--- config.mk ---
export PLATFORM = sky130hd
export DESIGN_NAME = vga_timing_gen_flat
export DESIGN_NICKNAME = d
export VERILOG_FILES = /design/src/rtl/vga_timing_gen_if.sv /design/src/rtl/vga_timing_gen.sv /design/src/flat_wrapper.sv
export SDC_FILE = /design/constraint.sdc
export NUM_CORES = 1
export LEC_CHECK = 0
export ABC_AREA = 1
export ABC_CLOCK_PERIOD_IN_PS = 1500
export BUFFER_PORTS_ARGS = -buffer_cell sky130_fd_sc_hd__buf_2
export CELL_PAD_IN_SITES_DETAIL_PLACEMENT = 0
export CELL_PAD_IN_SITES_GLOBAL_PLACEMENT = 1
export CORE_MARGIN = 3
export CORE_UTILIZATION = 34
export DETAILED_ROUTE_END_ITERATION = 7
export GPL_TIMING_DRIVEN = 0
export PLACE_DENSITY = 0.81
export SLEW_MARGIN = 20
export SYNTH_ARGS = -nofsm -noshare
export SYNTH_HDL_FRONTEND = slang
export SYNTH_SLANG_ARGS = --single-unit
--- constraint.sdc ---
create_clock -name clk -period 1.5 [get_ports clk]
set_clock_uncertainty 0.1 [all_clocks]
set_input_delay 0.075 -clock clk [delete_from_list [all_inputs] [get_ports clk]]
set_output_delay 0.075 -clock clk [all_outputs]
set_load 0.02 [all_outputs]
--- src/rtl/vga_timing_gen_if.sv ---
// rtl/vga_timing_gen_if.sv - pixel-side and VGA-pin signal bundle for the timing generator
interface vga_timing_gen_if;
    // colour supplied by the pattern logic for the current coordinate
    logic [3:0] pix_r;
    logic [3:0] pix_g;
    logic [3:0] pix_b;
    // coordinate and strobe outputs towards the pattern logic
    logic [9:0] pix_x;
    logic [9:0] pix_y;
    logic       pix_active;
    logic       pix_tick;
    logic       frame_start;
    // registered VGA pins
    logic       vga_hs;
    logic       vga_vs;
    logic [3:0] vga_r;
    logic [3:0] vga_g;
    logic [3:0] vga_b;

    // timing generator side: owns the coordinates and the pins
    modport master (
        input  pix_r, pix_g, pix_b,
        output pix_x, pix_y, pix_active, pix_tick, frame_start,
        output vga_hs, vga_vs, vga_r, vga_g, vga_b
    );

    // pattern logic / pin consumer side
    modport slave (
        output pix_r, pix_g, pix_b,
        input  pix_x, pix_y, pix_active, pix_tick, frame_start,
        input  vga_hs, vga_vs, vga_r, vga_g, vga_b
    );
endinterface

--- src/rtl/vga_timing_gen.sv ---
// rtl/vga_timing_gen.sv - VGA sync/coordinate timing with registered, blanked colour output
module vga_timing_gen #(
    parameter int CLK_DIV  = 4,
    parameter int H_ACTIVE = 640,
    parameter int H_FP     = 16,
    parameter int H_SYNC   = 96,
    parameter int H_BP     = 48,
    parameter int V_ACTIVE = 480,
    parameter int V_FP     = 10,
    parameter int V_SYNC   = 2,
    parameter int V_BP     = 33,
    parameter bit SYNC_POL = 1'b0
) (
    input  logic                   clk,
    input  logic                   rst_n,
    vga_timing_gen_if.master       bus
);

    localparam int H_TOTAL = H_ACTIVE + H_FP + H_SYNC + H_BP;
    localparam int V_TOTAL = V_ACTIVE + V_FP + V_SYNC + V_BP;
    localparam int DIV_W   = $clog2(CLK_DIV);

    // all coordinate comparisons are done at the 10-bit counter width
    localparam logic [9:0] LP_H_ACTIVE = 10'(H_ACTIVE);
    localparam logic [9:0] LP_H_SYNC_S = 10'(H_ACTIVE + H_FP);
    localparam logic [9:0] LP_H_SYNC_E = 10'(H_ACTIVE + H_FP + H_SYNC);
    localparam logic [9:0] LP_H_LAST   = 10'(H_TOTAL - 1);
    localparam logic [9:0] LP_V_ACTIVE = 10'(V_ACTIVE);
    localparam logic [9:0] LP_V_SYNC_S = 10'(V_ACTIVE + V_FP);
    localparam logic [9:0] LP_V_SYNC_E = 10'(V_ACTIVE + V_FP + V_SYNC);
    localparam logic [9:0] LP_V_LAST   = 10'(V_TOTAL - 1);
    localparam logic [DIV_W-1:0] LP_DIV_LAST = DIV_W'(CLK_DIV - 1);

    logic [DIV_W-1:0] r_div_cnt;
    logic [9:0]       r_pix_x;
    logic [9:0]       r_pix_y;
    logic             r_vga_hs;
    logic             r_vga_vs;
    logic [3:0]       r_vga_r;
    logic [3:0]       r_vga_g;
    logic [3:0]       r_vga_b;

    logic             w_tick;
    logic             w_x_last;
    logic             w_y_last;
    logic             w_active;
    logic             w_hs_on;
    logic             w_vs_on;

    // the last divider phase is the pixel strobe; everything else advances on it
    assign w_tick   = (r_div_cnt == LP_DIV_LAST);
    assign w_x_last = (r_pix_x == LP_H_LAST);
    assign w_y_last = (r_pix_y == LP_V_LAST);
    assign w_active = (r_pix_x < LP_H_ACTIVE) && (r_pix_y < LP_V_ACTIVE);
    assign w_hs_on  = (r_pix_x >= LP_H_SYNC_S) && (r_pix_x < LP_H_SYNC_E);
    assign w_vs_on  = (r_pix_y >= LP_V_SYNC_S) && (r_pix_y < LP_V_SYNC_E);

    // clock divider producing one pixel slot every CLK_DIV clocks
    always_ff @(posedge clk or negedge rst_n) begin
        if (!rst_n) begin
            r_div_cnt <= '0;
        end else if (w_tick) begin
            r_div_cnt <= '0;
        end else begin
            r_div_cnt <= r_div_cnt + 1'b1;
        end
    end

    // raster counters: x steps each pixel, y steps at end of line, both wrap
    always_ff @(posedge clk or negedge rst_n) begin
        if (!rst_n) begin
            r_pix_x <= '0;
            r_pix_y <= '0;
        end else if (w_tick) begin
            if (w_x_last) begin
                r_pix_x <= '0;
                r_pix_y <= w_y_last ? 10'd0 : r_pix_y + 10'd1;
            end else begin
                r_pix_x <= r_pix_x + 10'd1;
            end
        end
    end

    // pin stage: sync and blanked colour from the pre-increment coordinate, so all pins
    // lag the coordinate by exactly one pixel and stay aligned with each other
    always_ff @(posedge clk or negedge rst_n) begin
        if (!rst_n) begin
            r_vga_hs <= ~SYNC_POL;
            r_vga_vs <= ~SYNC_POL;
            r_vga_r  <= '0;
            r_vga_g  <= '0;
            r_vga_b  <= '0;
        end else if (w_tick) begin
            r_vga_hs <= w_hs_on ? SYNC_POL : ~SYNC_POL;
            r_vga_vs <= w_vs_on ? SYNC_POL : ~SYNC_POL;
            r_vga_r  <= w_active ? bus.pix_r : 4'h0;
            r_vga_g  <= w_active ? bus.pix_g : 4'h0;
            r_vga_b  <= w_active ? bus.pix_b : 4'h0;
        end
    end

    assign bus.pix_x       = r_pix_x;
    assign bus.pix_y       = r_pix_y;
    assign bus.pix_active  = w_active;
    assign bus.pix_tick    = w_tick;
    assign bus.frame_start = w_tick && w_x_last && w_y_last;
    assign bus.vga_hs      = r_vga_hs;
    assign bus.vga_vs      = r_vga_vs;
    assign bus.vga_r       = r_vga_r;
    assign bus.vga_g       = r_vga_g;
    assign bus.vga_b       = r_vga_b;

endmodule

--- src/flat_wrapper.sv ---
// flat-port wrapper written by rule: the top's interface ports become plain ports
module vga_timing_gen_flat 
#(
    parameter int CLK_DIV  = 4,
    parameter int H_ACTIVE = 640,
    parameter int H_FP     = 16,
    parameter int H_SYNC   = 96,
    parameter int H_BP     = 48,
    parameter int V_ACTIVE = 480,
    parameter int V_FP     = 10,
    parameter int V_SYNC   = 2,
    parameter int V_BP     = 33,
    parameter bit SYNC_POL = 1'b0
)
  (clk, rst_n, bus_pix_r, bus_pix_g, bus_pix_b, bus_pix_x, bus_pix_y, bus_pix_active, bus_pix_tick, bus_frame_start, bus_vga_hs, bus_vga_vs, bus_vga_r, bus_vga_g, bus_vga_b);
  vga_timing_gen_if bus_i ();
  input  logic clk;
  input  logic rst_n;
  input wire logic [$bits(bus_i.pix_r)-1:0] bus_pix_r;
  input wire logic [$bits(bus_i.pix_g)-1:0] bus_pix_g;
  input wire logic [$bits(bus_i.pix_b)-1:0] bus_pix_b;
  output wire logic [$bits(bus_i.pix_x)-1:0] bus_pix_x;
  output wire logic [$bits(bus_i.pix_y)-1:0] bus_pix_y;
  output wire logic [$bits(bus_i.pix_active)-1:0] bus_pix_active;
  output wire logic [$bits(bus_i.pix_tick)-1:0] bus_pix_tick;
  output wire logic [$bits(bus_i.frame_start)-1:0] bus_frame_start;
  output wire logic [$bits(bus_i.vga_hs)-1:0] bus_vga_hs;
  output wire logic [$bits(bus_i.vga_vs)-1:0] bus_vga_vs;
  output wire logic [$bits(bus_i.vga_r)-1:0] bus_vga_r;
  output wire logic [$bits(bus_i.vga_g)-1:0] bus_vga_g;
  output wire logic [$bits(bus_i.vga_b)-1:0] bus_vga_b;
  assign bus_i.pix_r = bus_pix_r;
  assign bus_i.pix_g = bus_pix_g;
  assign bus_i.pix_b = bus_pix_b;
  assign bus_pix_x = bus_i.pix_x;
  assign bus_pix_y = bus_i.pix_y;
  assign bus_pix_active = bus_i.pix_active;
  assign bus_pix_tick = bus_i.pix_tick;
  assign bus_frame_start = bus_i.frame_start;
  assign bus_vga_hs = bus_i.vga_hs;
  assign bus_vga_vs = bus_i.vga_vs;
  assign bus_vga_r = bus_i.vga_r;
  assign bus_vga_g = bus_i.vga_g;
  assign bus_vga_b = bus_i.vga_b;
  vga_timing_gen #(.CLK_DIV(CLK_DIV), .H_ACTIVE(H_ACTIVE), .H_FP(H_FP), .H_SYNC(H_SYNC), .H_BP(H_BP), .V_ACTIVE(V_ACTIVE), .V_FP(V_FP), .V_SYNC(V_SYNC), .V_BP(V_BP), .SYNC_POL(SYNC_POL)) u_core (.clk(clk), .rst_n(rst_n), .bus(bus_i));
endmodule
* Yosys cells after proc, flatten, opt, wreduce, memory -nomap -nowiden
Cells that the tools add are included.
W data, S select, Z words.
** Cells by class
- Magnitude comparators :: 6
- Equality and inequality tests :: 3
- $add $sub $neg :: 3
- Reductions and logical operators :: 6
- Multiplexer cells :: 8
** Operator list (number)
- $add A10 B1 Y10 const B :: 2
- $eq A10 B10 Y1 const B :: 2
- $lt A10 B10 Y1 const B :: 2
- $lt A10 B9 Y1 const B :: 2
- $mux W10 :: 2
- $mux W4 :: 3
- $ge A10 B10 Y1 const B :: 1
- $ge A10 B9 Y1 const B :: 1
- $logic_and A1 B1 Y1 :: 5
- $add A2 B1 Y2 const B :: 1
- $eq A2 B2 Y1 const B :: 1
- $mux W1 :: 2
- $mux W2 :: 1
- $reduce_and A2 Y1 :: 1
** Storage, ports and cells
- Bits in registers :: 36
- Word-level logic and storage cells :: 34
- Bits of input ports :: 14

* Depth between registers and ports, before layout
Gate-level depths: netlist of run 1.
- Depth in word-level cells :: 3
- Depth in mapped cells :: 8

* Worst setup path before layout of run 1
OpenSTA, ideal clock, no wires.
- Kind :: flip-flop to output port
- Start :: reg u_core.r_pix_x[1] (netlist: u_core.bus.pix_x[1])
- End :: out bus_frame_start
- Stages on the path, launching flop included :: 7
- Required time :: 1.325 ns
- Path buffers :: 1
- Slack :: -0.198 ns
- Arrival :: 1.523 ns
- Cells stage by stage :: dfrtp_1 ha_1 nand2_2 nor2_4 nand4_4 buf_6 nor2_1
** On the way
- Cells in the longest elaborated chain, start to end :: 3
** Ends and longest elaborated chain
- start: declaration :: line vga_timing_gen.sv:35 : logic [9:0] r_pix_x;
- start signal: assignment :: line vga_timing_gen.sv:79 : r_pix_x <= r_pix_x + 10'd1;
- $eq A10 B10 Y1 :: line vga_timing_gen.sv:52 : assign w_x_last = (r_pix_x == LP_H_LAST);
- $logic_and A1 B1 Y1 (2 in a row) :: line vga_timing_gen.sv:106 : assign bus.frame_start = w_tick && w_x_last && w_y_last;
- end: declaration :: line flat_wrapper.sv:26 : output wire logic [$bits(bus_i.frame_start)-1:0] bus_frame_start;
Every way passes these cells.

* Final worst setup path of run 1
Ends and elaborated chain as after synthesis.

==> results of run 1 <==
per-layer routing:
metal  vias to the layer above  track usage (%)  share of wire, %
met3                         9             3.70               4.6
li1                        920                -                 -
met1                       867             20.3                45
met2                        50             29.3                49
met4                         0             5.07               1.5
met5                         -                0                 0
registers in the layout, indices dropped and copies added, names as in the netlist:
name / flops
u_core.bus.vga_b: 4
u_core.bus.pix_x: 10
u_core.bus.pix_y: 10
u_core.bus.vga_r: 4
u_core.bus.vga_hs: 1
u_core.bus.vga_g: 4
u_core.r_div_cnt: 2
u_core.bus.vga_vs: 1
kinds of logic (layout without fill, tap and decap cells):
group | count (synthesis) | count (layout) | synth area share (%)
adder cells (fa/ha/maj) | 5 | 5 | 3.33
AO/OA/AOI/OAI | 29 | 29 | 7.80
flip-flops | 36 | 36 | 48.1
buffers and inverters | 33 | 129 | 7.47
XOR/XNOR | 6 | 6 | 2.80
AND/OR/NAND/NOR | 120 | 120 | 30.5
critical path, stage by stage, from the launching register on:
cell	delay [ps]
dfrtp_2	390
ha_4	150
nand2_4	50
nor2_4	120
nand4_4	120
buf_8	140
nor2_4	90
buf_6	120
cells in the mapped netlist:
master,number,area [sq um]
nand2_1,65,244
dfrtp_1,34,851
inv_1,27,101
nor2_1,21,78.8
o21ai_0,18,90.1
nand3_1,14,70.1
o21ai_1,8,40.0
nor3_1,6,30.0
ha_1,5,62.6
xor2_1,4,35.0
buf_2,3,15.0
nand2_2,3,18.8
a21oi_1,2,10.0
dfstp_2,2,52.6
nand4_1,2,12.5
nor2_4,2,22.5
nor3_2,2,20.0
xnor2_1,2,17.5
a31oi_1,1,6.26
buf_4,1,7.51
buf_6,1,11.3
clkbuf_2,1,5.00
nand3_2,1,10.0
nand3_4,1,17.5
nand4_4,1,21.3
nor2_2,1,6.26
nor2_8,1,20.0
power breakdown:
part	switching, mW	internal, mW
logic	0.0626	0.0546
clock network	0.374	0.492
registers	0.0103	0.986
total	0.447	1.53
final timing paths:
| kind | endpoint | from | slack, ps | depth (start not counted) |
|---|---|---|---|---|
| worst min register to register | u_core.bus.vga_b[1] | u_core.bus.vga_b[1] | 380 | 2 |
| max in group asynchronous | u_core.bus.pix_y[7] | rst_n | 420 | 2 |
| worst max-delay path | bus_frame_start | u_core.bus.pix_x[1] | -150 | 7 |
| worst max register to register | u_core.bus.pix_y[9] | u_core.r_div_cnt[0] | -30 | 7 |
| min in group clk | u_core.bus.vga_b[1] | u_core.bus.vga_b[1] | 380 | 2 |
| worst min-delay path | u_core.bus.pix_x[2] | rst_n | 300 | 2 |
placed cells by master (no fill, tap or decap), drive strengths merged:
cell and count:
a21oi 2, xor2 4, dlygate4sd3 13, clkbuf 6, nor3 8, nand4 3, ha 5, nand3 16
dfrtp 34, clkinv 1, xnor2 2, bufinv 1, buf 80, dfstp 2, inv 26, nor2 25
o21ai 26, clkinvlp 2, nand2 68, a31oi 1
cell type report:
class | count | area (sq um)
flip-flops and latches | 36 | 912
clock buffers | 5 | 68.8
fillers | 496 | 2350
plain buffers | 5 | 53.8
repair buffers | 89 | 597
multi-input cells | 160 | 1020
inverters | 27 | 108
clock inverters | 3 | 42.5
well taps | 70 | 87.6
timing repair:
| item | 4_1_cts | 5_1_grt |
|---|---|---|
| endpoints found under the setup margin | 27 | 28 |
| cloned | 0 | 1 |
| pin swaps | 6 | 22 |
| buffers inserted | 16 | 11 |
| resized for setup | 27 | 55 |
| endpoints found under the hold margin | 46 | 0 |
| hold buffers | 13 | 0 |
==> flow_summary.toml, run 1 <==
[worst_setup_path]
crit_arrival_ps = 1480
crit_fanout = 2
endpoint_kind = "output port"
required_ps = 1320
crit_path_start_kind = "flip-flop"
crit_type = "flip-flop to output port"

[place]
pre_cts_ws_ps = -123
dp_hpwl_microns = 3130
place_congestion = 0.838
portBuffers = 50
dp_cells = 349
place_area_sq_um = 2220

[grt]
grt_pass1_wl_microns = 8440
antenna_found_initial = 0
grt_usage_pct = 16.7
grt_max_degree = 37
grt_pass1_vias = 1863
grt.overflow.total = 0

[sta]
setup_ws_ps = -151
setup_tns_ps = -232
setup_viol = 5
tightest_slew_ps = 811
hold_violations = 0
slew_headroom_pct = 45.9
fin_crit_sh_pct = 110
min_period_ps = 1650
fmax_mhz = 606
hold-worst-slack_ps = 302
finalMaxSlewViolations = 0
rsz0062_at_grt = "true"

[outcome]
violations = "negative setup slack"
status = "complete, but fails checks"

[die]
rows = 26
dieArea_sq_um = 6450
initial_core_util_pct = 35.8
die_w_microns = 80.3
die_y_microns = 80.3
ioPinCount = 51
coreArea_sq_um = 5240

[synth]
synthCells = 229
syn-cell-area_sq_um = 1880
ys_seq_area_share_pct = 48.1
syn_nets = 248
synth_cell_types = 27
synth.ff_latch_count = 36
yosysWarnings = 0
syn_avg_cell_area_sq_um = 8.20

[clock_network]
cts-buffers-inserted = 5
path_clk_slew_ps = 80
htreeDepth = 2
insertion_delay_ps = 290
cts_tree = "built"
cts_sinks = 36
cts-root-buf = "clkbuf_8"
clk_path_buf_depth = 2

[route]
drtAntennaViolNets = 0
vias = 1846
avgViaCountPerCell = 4.67
drtIter0Drc = 44
first_pass_iters = 4
drcViolationCount = 0
post_drt_wl_per_cell_microns = 13.0
drt-total-wl_microns = 5120

[final_layout]
final_area_sq_um = 2890
areaGrowthSynthToFinish_pct = 53.9
drive_gt1_share_pct = 45.5
fin_nets = 343
final_cells = 395
fin_util_pct = 55.2
n_antenna_cell = 0

[power]
leakage_nw = 1.42
power.density_nw_per_um2 = 685
vdd.ir_drop.worst_mv = 0.402
power_mw = 1.98

[job]
drv_cap = 0

[hold_path]
hold_path.class = "input pin to async pin"
(Power assumes the default switching activity.)
==> run 2, diff against run 1 <==
- PLACE_DENSITY: 0.81 -> 0.74
- SKIP_CTS_REPAIR_TIMING: unset -> 1
==> run 2 against run 1 <==
Net effect: the flow still finishes with violations (negative setup slack); flip-flop and latch count unchanged; sequential power about the same; final area decreased by 1.5%; die area unchanged; critical path type unchanged; critical endpoint unchanged.
==> flow_summary.toml, run 2 (synthesis gave the netlist of run 1 again) <==
[final_layout]
final_common_cell = "nand2_1"
drive_gt1_share_pct = 40.2
nFillCells = 500
mostFrequentLayoutCells = "nand2_1, buf_2, dfrtp_1"
n_antenna_cell = 0
areaGrowthSynthToFinish_pct = 51.6
final_cells = 398
fin_nets = 346

[die]
die_y_microns = 80.3
die_w_microns = 80.3
initial_core_util_pct = 35.8
rows = 26
ioPinCount = 51
dieArea_sq_um = 6450
coreArea_sq_um = 5240

[worst_setup_path]
crit_family = "flip-flops"
max_stage_delay_ps = 400
required_ps = 1320
crit_arrival_ps = 1520
crit_path_start_kind = "flip-flop"
crit_path_cell_trace = "ha_4, nand2_4, nor2_4, nand4_4, buf_8, nor2_4, buf_6"
crit_slowest_cell = "dfrtp_2"
crit_type = "flip-flop to output port"
cp_num_buf_inv = 2
endpoint_kind = "output port"
crit_top_cell = "nor2_4"
crit_fanout = 6

[sta]
hold-worst-slack_ps = 309
min_period_ps = 1700
tightest_slew_ps = 805
fin_crit_sh_pct = 113
slew_headroom_pct = 46.3
setup_ws_ps = -196
setup_tns_ps = -382
setup_viol = 3
hold_violations = 0
rsz0062_at_grt = "true"
finalMaxSlewViolations = 0
fmax_mhz = 590

[route]
drcViolationCount = 0
drt-total-wl_microns = 4820
avgViaCountPerCell = 4.51
post_drt_wl_per_cell_microns = 12.1
drtIter0Drc = 49
vias = 1796
first_pass_iters = 4
drtAntennaViolNets = 0

[clock_network]
cts-root-buf = "clkbuf_8"
cts_tree = "built"
clk_path_buf_depth = 2
cts-buffers-inserted = 5
htreeDepth = 2
cts_sinks = 36
insertion_delay_ps = 290
path_clk_slew_ps = 70

[grt]
grt_max_degree = 37
antenna_found_initial = 0
grt_pass1_wl_microns = 7650
grt.overflow.total = 0
grt_usage_pct = 15.4
grt_pass1_vias = 1571

[power]
vdd.ir_drop.worst_mv = 0.386
leakage_nw = 1.39
power.density_nw_per_um2 = 688

[outcome]
status = "complete, but fails checks"
violations = "negative setup slack"

[place]
dp_cells = 349
portBuffers = 50
place_congestion = 0.816
pre_cts_ws_ps = -107
dp_hpwl_microns = 3140

[hold_path]
hold_path.class = "input pin to async pin"

[job]
drv_cap = 0
## run 2: changes by cell type in the layout (fill, tap and decap cells not counted), sizes merged
cell	previous run	this run
buf	80	83
clkinvlp	2	1
clkbuf	6	7
## run 2: through the flow
stage / power (mW) / utilization (%) / instance area [sq um]
after detailed placement: 1.10 / 42.4 / 2220
after floorplan: 1.05 / - / 1880
final: 1.96 / 54.3 / 2850
after CTS: 1.96 / 44.5 / 2330
after global placement: 1.10 / 42.4 / 2220
after global routing: 2.05 / 54.3 / 2850
## run 2: worst paths after layout
| check | from | depth (start not counted) | slack [ps] | end |
|---|---|---|---|---|
| max | u_core.bus.pix_x[1] | 7 | -200 | bus_frame_start |
| min | rst_n | 2 | 310 | u_core.bus.pix_x[4] |
| max reg2reg | u_core.bus.pix_x[1] | 9 | -70 | u_core.bus.pix_y[9] |
| min reg2reg | u_core.r_div_cnt[0] | 1 | 370 | u_core.r_div_cnt[0] |
| max in group asynchronous | rst_n | 2 | 440 | u_core.bus.pix_x[0] |
| min in group clk | u_core.r_div_cnt[0] | 1 | 370 | u_core.r_div_cnt[0] |
## run 2: area by class of cell
| cell class | instances | area, sq um | share of cell area, % |
|---|---|---|---|
| Timing Repair Buffer | 91 | 622 | 21.9 |
| Tap cell | 70 | 87.6 | 3.08 |
| Sequential cell | 36 | 911 | 32.0 |
| Clock buffer | 6 | 72.6 | 2.55 |
| Inverter | 27 | 105 | 3.69 |
| Clock inverter | 2 | 35.0 | 1.23 |
| Buffer | 6 | 62.6 | 2.20 |
| Multi-Input combinational cell | 160 | 950 | 33.4 |
## run 2: where the power goes
part	switching (mW)	total, mW	internal [mW]
Combinational	0.0626	0.117	0.0541
Sequential	0.00855	0.995	0.987
Clock	0.353	0.846	0.493
## run 2: layer usage
layer / vias up / wire (microns) / global-route usage [%]
met5: - / 0 / 0
met4: 0 / 53 / 4.56
met3: 6 / 283 / 5.38
met2: 44 / 2240 / 23.4
met1: 823 / 2250 / 20.6
li1: 923 / - / -
